`src/rtl/jts18_pri_sweep.sv`:
```
// Layer-flag permutation sweeper: routes busin through a run-time permutation that
// walks all NLYR! orderings (Heap's algorithm), stepped by a VBL dwell timer or a button.
module jts18_pri_sweep #(
    parameter int NLYR  = 5,
    parameter int DWELL = 180,
    parameter int IDXW  = 10
) (
    input  logic            clk,
    input  logic            rst_n,
    input  logic            LVBL,
    input  logic [1:0]      buttons,
    input  logic [7:0]      debug_bus,
    input  logic [NLYR-1:0] busin,
    output logic [NLYR-1:0] busout,
    output logic [IDXW-1:0] perm_idx,
    output logic            running,
    output logic            busy,
    output logic            wrap,
    output logic [7:0]      st_show
);

    localparam int PW = $clog2(NLYR);      // holds a layer index 0..NLYR-1
    localparam int IW = $clog2(NLYR + 1);  // Heap index i reaches NLYR

    typedef enum logic [1:0] {IDLE, SEARCH, SWAP, WRAP} state_t;

    state_t        state;
    logic [PW-1:0] perm [NLYR];
    logic [PW-1:0] c    [NLYR];
    logic [IW-1:0] i;
    logic [7:0]    fcnt;
    logic          pending;
    logic [1:0]    buttons_l;
    logic          lvbl_l;

    logic          restart, run_ev, step_ev, tick, dwell_hit, req;
    logic [1:0]    btn_fall;
    logic [PW-1:0] ci, swap_a, perm_i, perm_a;
    logic          unused_dbg;

    assign unused_dbg = ^debug_bus[5:0];

    // Holding both buttons low is a restart and masks the individual button events.
    assign restart   = ~buttons[0] & ~buttons[1];
    assign btn_fall  = buttons_l & ~buttons;
    assign run_ev    = btn_fall[0] & ~restart;
    assign step_ev   = btn_fall[1] & ~restart;
    assign tick      = LVBL & ~lvbl_l & running & ~debug_bus[6];
    assign dwell_hit = tick && (fcnt == 8'(DWELL - 1));
    assign req       = step_ev | dwell_hit;

    // Operand selection for the Heap step: c[i], perm[i], and the swap partner.
    always_comb begin
        // NOTE: every always_comb output gets a default first so no path infers a latch.
        ci     = '0;
        perm_i = '0;
        perm_a = '0;
        for (int k = 0; k < NLYR; k++) begin
            if (i == IW'(k)) begin
                ci     = c[k];
                perm_i = perm[k];
            end
        end
        swap_a = i[0] ? ci : '0;
        for (int k = 0; k < NLYR; k++) begin
            if (swap_a == PW'(k)) perm_a = perm[k];
        end
    end

    // NOTE: all state is updated with non-blocking assignments so every read sees the
    // pre-edge value; the small perm/c arrays are flops and are reset to identity/zero.
    always_ff @(posedge clk or negedge rst_n) begin
        if (!rst_n) begin
            state     <= IDLE;
            i         <= IW'(1);
            fcnt      <= '0;
            pending   <= 1'b0;
            perm_idx  <= '0;
            running   <= 1'b0;
            busy      <= 1'b0;
            wrap      <= 1'b0;
            buttons_l <= 2'b11;
            lvbl_l    <= 1'b0;
            for (int k = 0; k < NLYR; k++) begin
                perm[k] <= PW'(k);
                c[k]    <= '0;
            end
        end else begin
            buttons_l <= buttons;
            lvbl_l    <= LVBL;
            wrap      <= 1'b0;
            if (restart) begin
                state    <= IDLE;
                i        <= IW'(1);
                fcnt     <= '0;
                pending  <= 1'b0;
                perm_idx <= '0;
                running  <= 1'b0;
                busy     <= 1'b0;
                for (int k = 0; k < NLYR; k++) begin
                    perm[k] <= PW'(k);
                    c[k]    <= '0;
                end
            end else begin
                if (run_ev) running <= ~running;
                if (tick)   fcnt    <= dwell_hit ? 8'd0 : fcnt + 8'd1;
                // A request arriving mid-step is parked once; any further ones are dropped.
                if (state != IDLE && req) pending <= 1'b1;

                case (state)
                    IDLE: begin
                        if (req || pending) begin
                            state   <= SEARCH;
                            busy    <= 1'b1;
                            pending <= 1'b0;
                        end
                    end
                    SEARCH: begin
                        if (i == IW'(NLYR)) begin
                            state <= WRAP;
                            wrap  <= 1'b1;
                        end else if (IW'(ci) < i) begin
                            state <= SWAP;
                        end else begin
                            for (int k = 0; k < NLYR; k++) begin
                                if (i == IW'(k)) c[k] <= '0;
                            end
                            i <= i + IW'(1);
                        end
                    end
                    SWAP: begin
                        for (int k = 0; k < NLYR; k++) begin
                            if (swap_a == PW'(k))  perm[k] <= perm_i;
                            else if (i == IW'(k))  perm[k] <= perm_a;
                            if (i == IW'(k))       c[k]    <= ci + PW'(1);
                        end
                        i        <= IW'(1);
                        perm_idx <= perm_idx + IDXW'(1);
                        state    <= IDLE;
                        busy     <= 1'b0;
                    end
                    WRAP: begin
                        for (int k = 0; k < NLYR; k++) begin
                            perm[k] <= PW'(k);
                            c[k]    <= '0;
                        end
                        i        <= IW'(1);
                        perm_idx <= '0;
                        state    <= IDLE;
                        busy     <= 1'b0;
                    end
                    default: state <= IDLE;
                endcase
            end
        end
    end

    always_ff @(posedge clk or negedge rst_n) begin
        if (!rst_n) begin
            busout <= '0;
        end else begin
            for (int k = 0; k < NLYR; k++) busout[k] <= busin[perm[k]];
        end
    end

    assign st_show = debug_bus[7] ? 8'(perm_idx) : {running, busy, pending, fcnt[4:0]};

endmodule
```
`config.mk`:
```
export PLATFORM = sky130hd
export DESIGN_NAME = jts18_pri_sweep
export DESIGN_NICKNAME = d
export VERILOG_FILES = /design/src/rtl/jts18_pri_sweep.sv
export SDC_FILE = /design/constraint.sdc
export NUM_CORES = 1
export LEC_CHECK = 0
export BUFFER_PORTS_ARGS = -buffer_cell sky130_fd_sc_hd__buf_2
export CORE_MARGIN = 5
export CORE_UTILIZATION = 50
export DETAILED_ROUTE_END_ITERATION = 12
export PLACE_DENSITY = 0.7
export SLEW_MARGIN = 15
export SYNTH_ARGS = -nofsm -noshare
export SYNTH_HDL_FRONTEND = slang
export SYNTH_SLANG_ARGS = --single-unit
export TNS_END_PERCENT = 1
```
`constraint.sdc`:
```
create_clock -name clk -period 10.9 [get_ports clk]
set_input_delay 0.545 -clock clk [delete_from_list [all_inputs] [get_ports clk]]
set_output_delay 0.545 -clock clk [all_outputs]
set_load 0.01 [all_outputs]
```
# Yosys cells after proc, flatten, opt, wreduce, memory -nomap -nowiden
# Index checks and enable logic that the tools add are counted.
dict set report totals {
  regBits 65
  input_bits 18
  word_cells 184
}
dict set report op_classes {
  add_sub_neg 4
  magnitude_cmp 6
  eq_ne 32
  muxes 79
  bitwise 15
  reduce_logical 27
}
# operator n
set ops {}
lappend ops {{$mux W3} 39}
lappend ops {{$mux W15} 4}
lappend ops {{$pmux W15 S3} 1}
lappend ops {{$ne A3 B3 Y1 const B} 13}
lappend ops {{$mux W8} 4}
lappend ops {{$pmux W15 S2} 1}
lappend ops {{$reduce_and A5 Y1} 5}
lappend ops {{$ne A4 B4 Y1 const B} 6}
lappend ops {{$lt A3 B4 Y1 const B} 5}
lappend ops {{$pmux W10 S2} 1}
lappend ops {{$mux W1} 16}
lappend ops {{$bmux W1 S3} 5}
lappend ops {{$reduce_and A2 Y1} 7}
lappend ops {{$eq A3 B2 Y1 const B} 4}
lappend ops {{$add A10 B1 Y10 const B} 1}
lappend ops {{$mux W10} 1}
lappend ops {{$eq A3 B3 Y1 const B} 3}
lappend ops {{$reduce_bool A3 Y1} 3}
lappend ops {{$add A8 B1 Y8 const B} 1}
lappend ops {{$eq A8 B8 Y1 const B} 1}
lappend ops {{$mux W2} 4}
lappend ops {{$add A3 B1 Y3 const B} 2}
lappend ops {{$and A1 B1 Y1} 6}
lappend ops {{$eq A3 B1 Y1 const B} 2}
lappend ops {{18 further kinds} 28}

# Depth between registers and ports, before layout
# Gate-level depths: netlist of run 1.
dict set report depth {
  word_depth 17
  mapped_depth 15
}

# Least setup slack after synthesis of run 1
# Ideal clock, no wire load.
dict set report synth_path {
  path_type {reg-to-reg}
  startpoint {register i[0]}
  endpoint {register c[12] (netlist bit)}
  setup_ns 0.067
  arrival_time_ns 3.390
  slack_ns 7.443
  stages_incl_launch_ff 15
  period_less_slack_ns 3.457
  path_cell_list {dfstp_2 > inv_1 > clkbuf_1 > ha_1 > clkbuf_1 > a221oi_1 > nor2_1 > inv_1 > ha_1 > or2_2 > a21oi_1 > a31oi_1 > a21o_1 > a221oi_1 > a22o_1}
}
dict set report synth_via {
  elab_chain_cells 10
  elab_cells_between_ends 21
  cone_classes {add/sub: 1; order compare: 1; eq/ne: 9; mux: 8; reduce/logical: 2}
}
# item line_no
set synth_lines {}
lappend synth_lines {{start: declaration} 30} ;# logic [IW-1:0] i;
lappend synth_lines {{start signal: assignment} 128} ;# i <= i + IW'(1);
lappend synth_lines {{$logic_not A3 Y1} {59, 126, 135}}
lappend synth_lines {{$mux W3 (5 in a row)} 59} ;# if (i == IW'(k)) begin
lappend synth_lines {{$add A3 B1 Y3} 135} ;# if (i == IW'(k)) c[k] <= ci + PW'(1);
lappend synth_lines {{$mux W3} 135}
lappend synth_lines {{$pmux W15 S3} 110} ;# case (state)
lappend synth_lines {{$mux W15} 92} ;# if (restart) begin
lappend synth_lines {{end signal: indexed assignment} 135}
lappend synth_lines {{end: declaration} 29} ;# logic [PW-1:0] c [NLYR];
# Parallel ways exist; a longest one is shown, timed or not. The select of a mux whose other input is x is not followed.
# A chain may end at the register's enable or synchronous reset.

# Worst setup path in the final report of run 1
dict set report layout_path {
  startpoint {register i[2]}
  endpoint {register c[12] (netlist bit)}
}
# Same word-level chain as after synthesis.

==> results_dict.tcl, run 1 <==
set metrics [dict create \
    syn_area_per_cell_um2 9.06 \
    drive_gt1_share_pct 19.1 \
    grtUsageTotal_pct 21.9 \
    htree_levels 3 \
    viasPerCell 6.24 \
    period_needed_ns 4.22 \
    cts_setup_buffers 0 \
    antenna_found_initial 0 \
    initial_utilization_pct 51.3 \
    status "finished, final reports clean" \
    io_pins 44 \
    fin_crit_sh_pct 38.7 \
    yosys_warnings 0 \
    synthesis.nets 466 \
    nFillCells 691 \
    total_leakage_power_nw 2.03 \
    drt.antenna.violating_nets 0 \
    synth_area_leaders "dfrtp_1 36%, o21ai_0 5.4%, dfstp_2 5.3%, nand2_1 4.7%, ha_1 3.2%" \
    hp-class "in2reg" \
    hold_buffers 0 \
    p_per_area_mw_per_mm2 160 \
    cts_tree "yes" \
    num_vias 3615 \
    tightest_slew_ns 0.850 \
    cts-root-buf "clkbuf_8" \
    timing.fmax_ghz 0.237 \
    cts_buffers 9 \
    clk_pin_slew_worst_paths_ns 0.07 \
    maxCapViolations 0 \
    fin_setup_tns_ns 0 \
    whs_ns 0.326 \
    core-area_mm2 0.00773 \
    ys_types 63 \
    cts_resized 0 \
    n_antenna_cell 0 \
    dieArea_mm2 0.00982 \
    dr.pass1.iters 6 \
    finalHoldViolCount 0 \
    grt-ovfl-total 0 \
    slew_violations 0 \
    synth_top_cell_area_share_pct 36.0 \
    fin_area_mm2 0.00446 \
    async_flop_share_pct 100 \
    rsz0062_at_grt "no" \
    fp-row-count 32 \
    synth_edf_count 0 \
    dpl.hpwl_mm 7.55 \
    grt_pass1_vias 3368 \
    area_growth_pct 12.4 \
    ys_seq_elements 65 \
    syn_area_mm2 0.00397 \
    drc 0 \
    grt_first_pass_wirelength_mm 17.3 \
    start_kind "flop" \
    critPathRequiredTime_ns 11.18 \
    nNetsFinal 500 \
    setup_viol 0 \
    dpl_cell_area_mm2 0.00424 \
    cp-end-kind "flop" \
    drt-initial-drc-count 219 \
    grt_max_degree 66 \
    path_max_fanout 16 \
    ir_drop_v 0.000148 \
    gp_congestion 0.920 \
    synth_cells 438 \
    yosysTopAreaCell "dfrtp_1" \
    path_class "reg2reg" \
    clk_latency_ns 0.35 \
    die_y_um 99.1 \
    clock_path_buffers 2 \
    cp_data_arrival_time_ns 4.50 \
    die_w_um 99.1 \
    yosysSeqAreaShare_pct 41.2 \
    wirelength_mm 10.4 \
    io_buffers 37 \
    skew_ns 0.0117 \
    synth_ff_type "dfrtp_1" \
    avgRoutedWirePerCell_um 17.9 \
    maxSlewHeadroom_pct 43.1 \
    cts.sinks 65 \
]
## synthesized netlist by cell type (2+ instances only)
master / count
nand3_1: 19
mux2i_1: 3
ha_1: 10
o32ai_1: 4
mux4_2: 5
a222oi_1: 4
xnor2_1: 2
o21a_1: 3
nor2b_1: 7
xor2_1: 5
clkbuf_1: 17
o31ai_1: 3
a221o_1: 12
a32oi_1: 2
a22o_1: 5
mux2_2: 7
dfrtp_1: 57
a221oi_1: 7
nor2_1: 30
a22oi_1: 3
nor3_1: 17
and3b_1: 2
and2_1: 2
o21ai_0: 43
or3_1: 2
a21oi_1: 17
nand3b_1: 5
o211ai_1: 3
a31oi_1: 8
nand2b_1: 2
inv_1: 19
a211oi_1: 4
nand2_1: 50
dfstp_2: 8
nand4_1: 6
a21o_1: 4
or2_2: 3
and3_1: 13
## critical path, cell delays in order, from the launching register on
cell and delay (ns):
dfrtp_1 0.64, inv_1 0.20, ha_1 0.42, or2_4 0.33, a221oi_1 0.41, nor2_1 0.18, inv_1 0.15, ha_1 0.24
or2_2 0.27, a21oi_1 0.15, a31oi_1 0.16, a21o_1 0.26, a221oi_1 0.53, a22o_1 0.21
## layer usage
layer	vias to the layer above	global-route usage, %	routed length (um)
li1	1713	-	-
met1	1751	30.6	4690
met2	126	33.9	4850
met3	25	4.25	570
met4	0	7.77	258
met5	-	0	0
## registers in the layout, indices dropped and copies added (netlist names)
signal and count:
running 1, wrap 1, pending 1, busy 1
perm_idx 10, lvbl_l 1, buttons_l 2, busout 5
perm 15, fcnt 8, i 3, state 2
c 15
## layout make-up
cell class	count	area, um2	area share, %
multi-input cells	334	2180	48.8
flip-flops and latches	65	1640	36.7
repair buffers	42	223	4.99
well taps	102	128	2.86
clock buffers	9	124	2.78
clock inverters	7	95.1	2.13
inverters	20	75.1	1.68
## final timing paths
| path | to | slack [ns] | start | depth (start not counted) |
|---|---|---|---|---|
| max reg2reg | c[12]$_DFFE_PN0P_ | 6.68 | i[2]$_DFFE_PN0P_ | 13 |
| min in group asynchronous | busout[0]$_DFF_PN0_ | 0.36 | rst_n | 2 |
| max | c[12]$_DFFE_PN0P_ | 6.68 | i[2]$_DFFE_PN0P_ | 13 |
| min reg2reg | c[13]$_DFFE_PN0P_ | 0.51 | c[13]$_DFFE_PN0P_ | 1 |
| max in group asynchronous | c[8]$_DFFE_PN0P_ | 9.98 | rst_n | 2 |
| min | lvbl_l$_DFF_PN0_ | 0.33 | LVBL | 1 |
## power breakdown
group,total [mW],leakage [nW],internal [mW],switching (mW)
logic,0.196,1.05,0.0701,0.126
clock network,0.226,0.109,0.129,0.0970
registers,0.291,0.862,0.262,0.0294
## metrics by stage
stage	instances	total power, mW	setup WS, ns	util, %
floorplan	438	0.424	7.44	-
global placement	563	0.485	6.77	54.9
detailed placement	563	0.489	6.74	54.9
CTS	579	0.715	6.73	57.7
global route	579	0.750	6.31	57.7
finish	579	0.713	6.68	57.7
## kinds of logic (layout without fill, tap and decap cells)
family / after synthesis / count (layout) / share of synthesized area [%]
adders and majority gates: 10 / 10 / 3.15
buffers and inverters: 39 / 78 / 3.97
AOI/OAI and AO/OA: 135 / 135 / 23.7
xor gates and xnor gates: 7 / 7 / 1.55
DFF: 65 / 65 / 41.2
muxes: 15 / 15 / 5.58
and+or+nand+nor: 167 / 167 / 20.8
## placed cells by master (no fill, tap or decap), types with 3 or more instances in the layout
| master | n |
|---|---|
| clkbuf_8 | 9 |
| a221o_1 | 12 |
| nor3_1 | 17 |
| nand4_1 | 6 |
| inv_1 | 19 |
| o31ai_1 | 3 |
| or2_2 | 3 |
| a21o_1 | 4 |
| a22o_1 | 5 |
| dfrtp_1 | 57 |
| mux2i_1 | 3 |
| o21a_1 | 3 |
| xor2_1 | 5 |
| o21ai_0 | 43 |
| buf_4 | 5 |
| nor2_1 | 30 |
| a22oi_1 | 3 |
| nand3b_1 | 5 |
| a31oi_1 | 8 |
| nor2b_1 | 7 |
| dfstp_2 | 8 |
| a211oi_1 | 4 |
| mux2_2 | 7 |
| buf_2 | 37 |
| a21oi_1 | 17 |
| o32ai_1 | 4 |
| and3_1 | 13 |
| o211ai_1 | 3 |
| mux4_2 | 5 |
| a221oi_1 | 7 |
| ha_1 | 10 |
| nand3_1 | 19 |
| nand2_1 | 50 |
| a222oi_1 | 4 |
No activity file was read; power rests on OpenSTA's default activity.
==> run 2: changes to the inputs <==
==> constraint.sdc (replaced) <==
create_clock -name clk -period 4.05 [get_ports clk]
set_input_delay 0.2025 -clock clk [delete_from_list [all_inputs] [get_ports clk]]
set_output_delay 0.2025 -clock clk [all_outputs]
set_load 0.01 [all_outputs]
==> results_dict.tcl, run 2 (synthesis gave the netlist of run 1 again) <==
set metrics [dict create \
    status "finished, final reports clean" \
    timing.fmax_ghz 0.284 \
    clk_latency_ns 0.34 \
    dieArea_mm2 0.00982 \
    path_max_fanout 9 \
    path_class "reg2reg" \
    io_pins 44 \
    gp_congestion 0.901 \
    drt.antenna.violating_nets 0 \
    core-area_mm2 0.00773 \
    maxCapViolations 0 \
    met2_wirelength_mm 4.97 \
    fin_util_pct 58.6 \
    antenna_found_initial 0 \
    period_needed_ns 3.53 \
    start_kind "flop" \
    drt-initial-drc-count 266 \
    finalHoldViolCount 0 \
    fin_cells 593 \
    final-seq-area_mm2 0.00164 \
    total_leakage_power_nw 2.07 \
    final_common_cell "dfrtp_1" \
    most-common-layout-cells "57 x dfrtp_1, 50 x nand2_1, 43 x o21ai_0" \
    io_buffers 37 \
    hp-class "in2reg" \
    rsz0062_at_grt "no" \
    fin_crit_sh_pct 87.1 \
    multiInputGateArea_mm2 0.00218 \
    cp-end-kind "flop" \
    wl_met1_mm 4.79 \
    cts_buffers 9 \
    maxSlewHeadroom_pct 42.0 \
    grt_first_pass_wirelength_mm 17.4 \
    grt_max_degree 41 \
    cp-startpoint "i[0]$_DFFE_PN1P_" \
    avgRoutedWirePerCell_um 17.6 \
    reg_top3 "c (15), perm (15), perm_idx (10)" \
    cts.sinks 65 \
    num_vias 3636 \
    cp_cell_sequence "inv_1 > ha_1 > a22oi_1 > nor2_1 > nor2_1 > inv_1 > ha_1 > or2_2 > a21oi_1 > a31oi_1 > buf_4 > a21o_1 > a22oi_1 > nand3_1 > o21ai_0" \
    nNetsFinal 514 \
    setup_viol 0 \
    fp-row-count 32 \
    max_stage_delay_ns 0.63 \
    cts-root-buf "clkbuf_8" \
    htree_levels 3 \
    nFillCells 690 \
    skew_ns 0.00979 \
    grt_pass1_vias 3429 \
    cts_tree "yes" \
    crit_path_top_delay_cell "dfstp_2" \
    fin_setup_tns_ns 0 \
    n_antenna_cell 0 \
    dpl.hpwl_mm 7.72 \
    initial_utilization_pct 51.3 \
    clock_path_buffers 2 \
    wirelength_mm 10.5 \
    ir_drop_v 0.000201 \
    grtUsageTotal_pct 22.1 \
    r2r-end "c[2]$_DFFE_PN0P_" \
    p_per_area_mw_per_mm2 398 \
    drive_gt1_share_pct 20.4 \
    drc 0 \
    viasPerCell 6.13 \
    tightest_slew_ns 0.870 \
    die_w_um 99.1 \
    reg2reg_from "i[0]$_DFFE_PN1P_" \
    top_layer_used "met4" \
    slew_violations 0 \
    critPathRequiredTime_ns 4.31 \
    wl_met3_um 555 \
    dr.pass1.iters 5 \
    dp.cells 573 \
    grt-ovfl-total 0 \
    die_y_um 99.1 \
    reg2regPathDepth 15 \
    reg2reg_slack_ns 0.52 \
    worstSetupEndpoint "c[2]$_DFFE_PN0P_" \
    clk_pin_slew_worst_paths_ns 0.07 \
    cp_data_arrival_time_ns 3.78 \
    area_growth_pct 14.1 \
]
run 2: worst max-delay path: cells and delay by family, from the launching register on:
| family | cells | cell delay [ns] |
|---|---|---|
| AOI/OAI and AO/OA | 6 | 1.13 |
| adders and majority gates | 2 | 0.63 |
| buffers and inverters | 3 | 0.44 |
| DFF | 1 | 0.63 |
| and+or+nand+nor | 4 | 0.61 |
run 2: layout make-up:
type                       count  area share [%]
tap                          102            2.82
clock buffer                  11            2.90
timing repair buffer          56            7.46
clock inverter                 5           0.719
multi-input combinational    334            48.3
sequential                    65            36.2
inverter                      20            1.66
run 2: worst min path at each step:
stage	from	cells past startpoint	slack, ns	to
after detailed placement	LVBL	1	0.33	lvbl_l$_DFF_PN0_
after floorplan	rst_n	0	-0.09	busout[0]$_DFF_PN0_
after CTS	busin[4]	3	0.15	busout[4]$_DFF_PN0_
final	busin[4]	3	0.16	busout[4]$_DFF_PN0_
after global routing	busin[4]	3	0.16	busout[4]$_DFF_PN0_
after global placement	LVBL	1	0.32	lvbl_l$_DFF_PN0_
run 2: timing repair:
item                                   4_1_cts  5_1_grt
endpoints found under the hold margin       16        0
resized for setup                            0        0
buffers inserted                             0        0
hold buffers                                 4        0
run 2: power breakdown:
part | switching (mW) | internal, mW | total [mW]
clock | 0.249 | 0.221 | 0.470
combinational | 0.340 | 0.206 | 0.546
sequential | 0.0812 | 0.704 | 0.786
total | 0.670 | 1.13 | 1.80
run 2: metal layers:
layer,vias to the layer above,GRT usage [%]
met5,-,0
met1,1756,30.0
li1,1753,-
met2,110,35.8
met4,0,7.25
met3,17,3.75
run 2: stage by stage:
stage / worst slack [ns] / instance area, um2 / total power, mW / hold slack [ns]
final: 0.523 / 4530 / 1.80 / 0.157
after global routing: 0.279 / 4530 / 1.91 / 0.165
after CTS: 0.543 / 4520 / 1.81 / 0.146
after detailed placement: 0.548 / 4320 / 1.33 / 0.327
after global placement: 0.688 / 4320 / 1.32 / 0.320
after floorplan: 0.593 / 3970 / 1.14 / -0.0931
==> run 3: changes to the inputs <==
--- a/config.mk
+++ b/config.mk
@@ -9,7 +9,7 @@
 export CORE_MARGIN = 5
 export CORE_UTILIZATION = 50
 export DETAILED_ROUTE_END_ITERATION = 12
-export PLACE_DENSITY = 0.7
+export PLACE_DENSITY = 0.69
 export SLEW_MARGIN = 15
 export SYNTH_ARGS = -nofsm -noshare
 export SYNTH_HDL_FRONTEND = slang
==> results_dict.tcl, run 3 (synthesis gave the netlist of run 1 again) <==
set metrics [dict create \
    cts.sinks 65 \
    cts-root-buf "clkbuf_8" \
    drc 0 \
    num_vias 3664 \
    skew_ns 0.0124 \
    path_class "reg2reg" \
    reg_top3 "c (15), perm (15), perm_idx (10)" \
    final_common_cell "dfrtp_1" \
    multiInputGateArea_mm2 0.00218 \
    grt_max_degree 36 \
    dr.pass1.iters 6 \
    grtUsageTotal_pct 22.1 \
    rsz0062_at_grt "no" \
    layout_setup_ws_ns 0.482 \
    area_growth_pct 14.3 \
    nNetsFinal 516 \
    fin_crit_sh_pct 88.1 \
    io_buffers 37 \
    path_max_fanout 9 \
    initial_utilization_pct 51.3 \
    n_antenna_cell 0 \
    cts_buffers 9 \
    nFillCells 703 \
    viasPerCell 6.16 \
    clock_path_buffers 2 \
    avgRoutedWirePerCell_um 17.4 \
    final-seq-area_mm2 0.00164 \
    cts_tree "yes" \
    p_per_area_mw_per_mm2 398 \
    most-common-layout-cells "57 x dfrtp_1, 50 x nand2_1, 43 x o21ai_0" \
    clk_latency_ns 0.35 \
    slew_violations 0 \
    maxCapViolations 0 \
    setup_viol 0 \
    drive_gt1_share_pct 20.7 \
    die_y_um 99.1 \
    grt_first_pass_wirelength_mm 17.3 \
    hp-class "in2reg" \
    drt-initial-drc-count 267 \
    fin_cells 595 \
    whs_ns 0.163 \
    cp_cell_sequence "buf_4 > ha_1 > ha_1 > or2_4 > a221oi_1 > nor2_1 > inv_1 > ha_1 > or2_2 > a21oi_1 > a31oi_1 > buf_4 > a21o_1 > a22oi_1 > o21ai_0" \
    grt-ovfl-total 0 \
    status "finished, final reports clean" \
    fp-row-count 32 \
    reg2regPathDepth 15 \
    ir_drop_v 0.000325 \
    cp_data_arrival_time_ns 3.77 \
    crit_path_frequent_cell "ha_1" \
    fin_util_pct 58.7 \
    core-area_mm2 0.00773 \
    htree_levels 3 \
    fin_setup_tns_ns 0 \
    critPathRequiredTime_ns 4.25 \
    grt_pass1_vias 3440 \
    io_pins 44 \
    timing.fmax_ghz 0.280 \
    r2r-end "c[1]$_DFFE_PN0P_" \
    cp-end-kind "flop" \
    fin_area_mm2 0.00453 \
    period_needed_ns 3.57 \
    place_ws_ns 0.515 \
    reg2reg_from "i[0]$_DFFE_PN1P_" \
    start_kind "flop" \
    crit_path_top_delay_cell "dfstp_2" \
    dieArea_mm2 0.00982 \
    power_mw 1.81 \
    dpl.hpwl_mm 7.70 \
    wirelength_mm 10.4 \
    dp.cells 575 \
    maxSlewHeadroom_pct 31.8 \
    die_w_um 99.1 \
    antenna_found_initial 0 \
    reg2reg_slack_ns 0.48 \
    clk_pin_slew_worst_paths_ns 0.07 \
    worstSetupEndpoint "c[1]$_DFFE_PN0P_" \
    dpl_cell_area_mm2 0.00433 \
    drt.antenna.violating_nets 0 \
    cp-startpoint "i[0]$_DFFE_PN1P_" \
    gp_congestion 0.958 \
    finalHoldViolCount 0 \
    max_stage_delay_ns 0.37 \
    total_leakage_power_nw 2.08 \
    tightest_slew_ns 1.01 \
    cts_setup_buffers 0 \
]
==> run 3: cell count changes in the layout (fill, tap and decap cells not counted) <==
cell and change:
buf_4 +2, nor4_2 -1, clkinvlp_4 +2, nor4_1 +1, clkbuf_1 -1, clkinv_4 -2, clkinv_2 +1
==> run 3: worst min-delay path by stage <==
stage / from / endpoint / slack (ns) / depth (start not counted)
2_1_floorplan: rst_n / busout[0]$_DFF_PN0_ / -0.09 / 0
3_3_place_gp: rst_n / busout[1]$_DFF_PN0_ / 0.28 / 1
3_5_place_dp: rst_n / busout[1]$_DFF_PN0_ / 0.29 / 1
4_1_cts: busin[4] / busout[4]$_DFF_PN0_ / 0.15 / 3
5_1_grt: busin[4] / busout[3]$_DFF_PN0_ / 0.15 / 3
6_report: busin[4] / busout[4]$_DFF_PN0_ / 0.16 / 3
==> run 3: timing repair <==
action                                 4_1_cts  5_1_grt
endpoints found under the hold margin       29        0
hold buffers                                 4        0
setup endpoints to repair                    0        0
gates resized for setup                      0        0
==> run 3: layout make-up <==
class | count | share of cell area (%)
Timing Repair Buffer | 58 | 7.78
Clock buffer | 10 | 2.82
Tap cell | 102 | 2.82
Clock inverter | 6 | 0.773
Sequential cell | 65 | 36.1
Multi-Input combinational cell | 334 | 48.1
Inverter | 20 | 1.66
==> run 3: where the power goes <==
group	total, mW	switching [mW]	leakage [nW]	internal [mW]
clock network	0.472	0.254	0.0818	0.217
logic	0.550	0.341	1.13	0.209
registers	0.783	0.0791	0.862	0.704
total	1.81	0.674	2.08	1.13
==> run 3: critical path, delay by kind of cell (launching register included) <==
family,cells,cell delay [ns]
compound gates,6,1.16
fa+ha+maj,3,0.73
buf+inv,3,0.48
flops,1,0.37
simple gates,3,0.70
==> run 3: layer usage <==
| metal | wire length, um | part of all wire [%] | track usage [%] | up-vias |
|---|---|---|---|---|
| li1 | - | - | - | 1747 |
| met2 | 4770 | 46 | 34.3 | 130 |
| met3 | 643 | 6.2 | 5.24 | 23 |
| met5 | 0 | 0 | 0 | - |
| met4 | 211 | 2.0 | 7.14 | 0 |
| met1 | 4750 | 46 | 30.6 | 1764 |
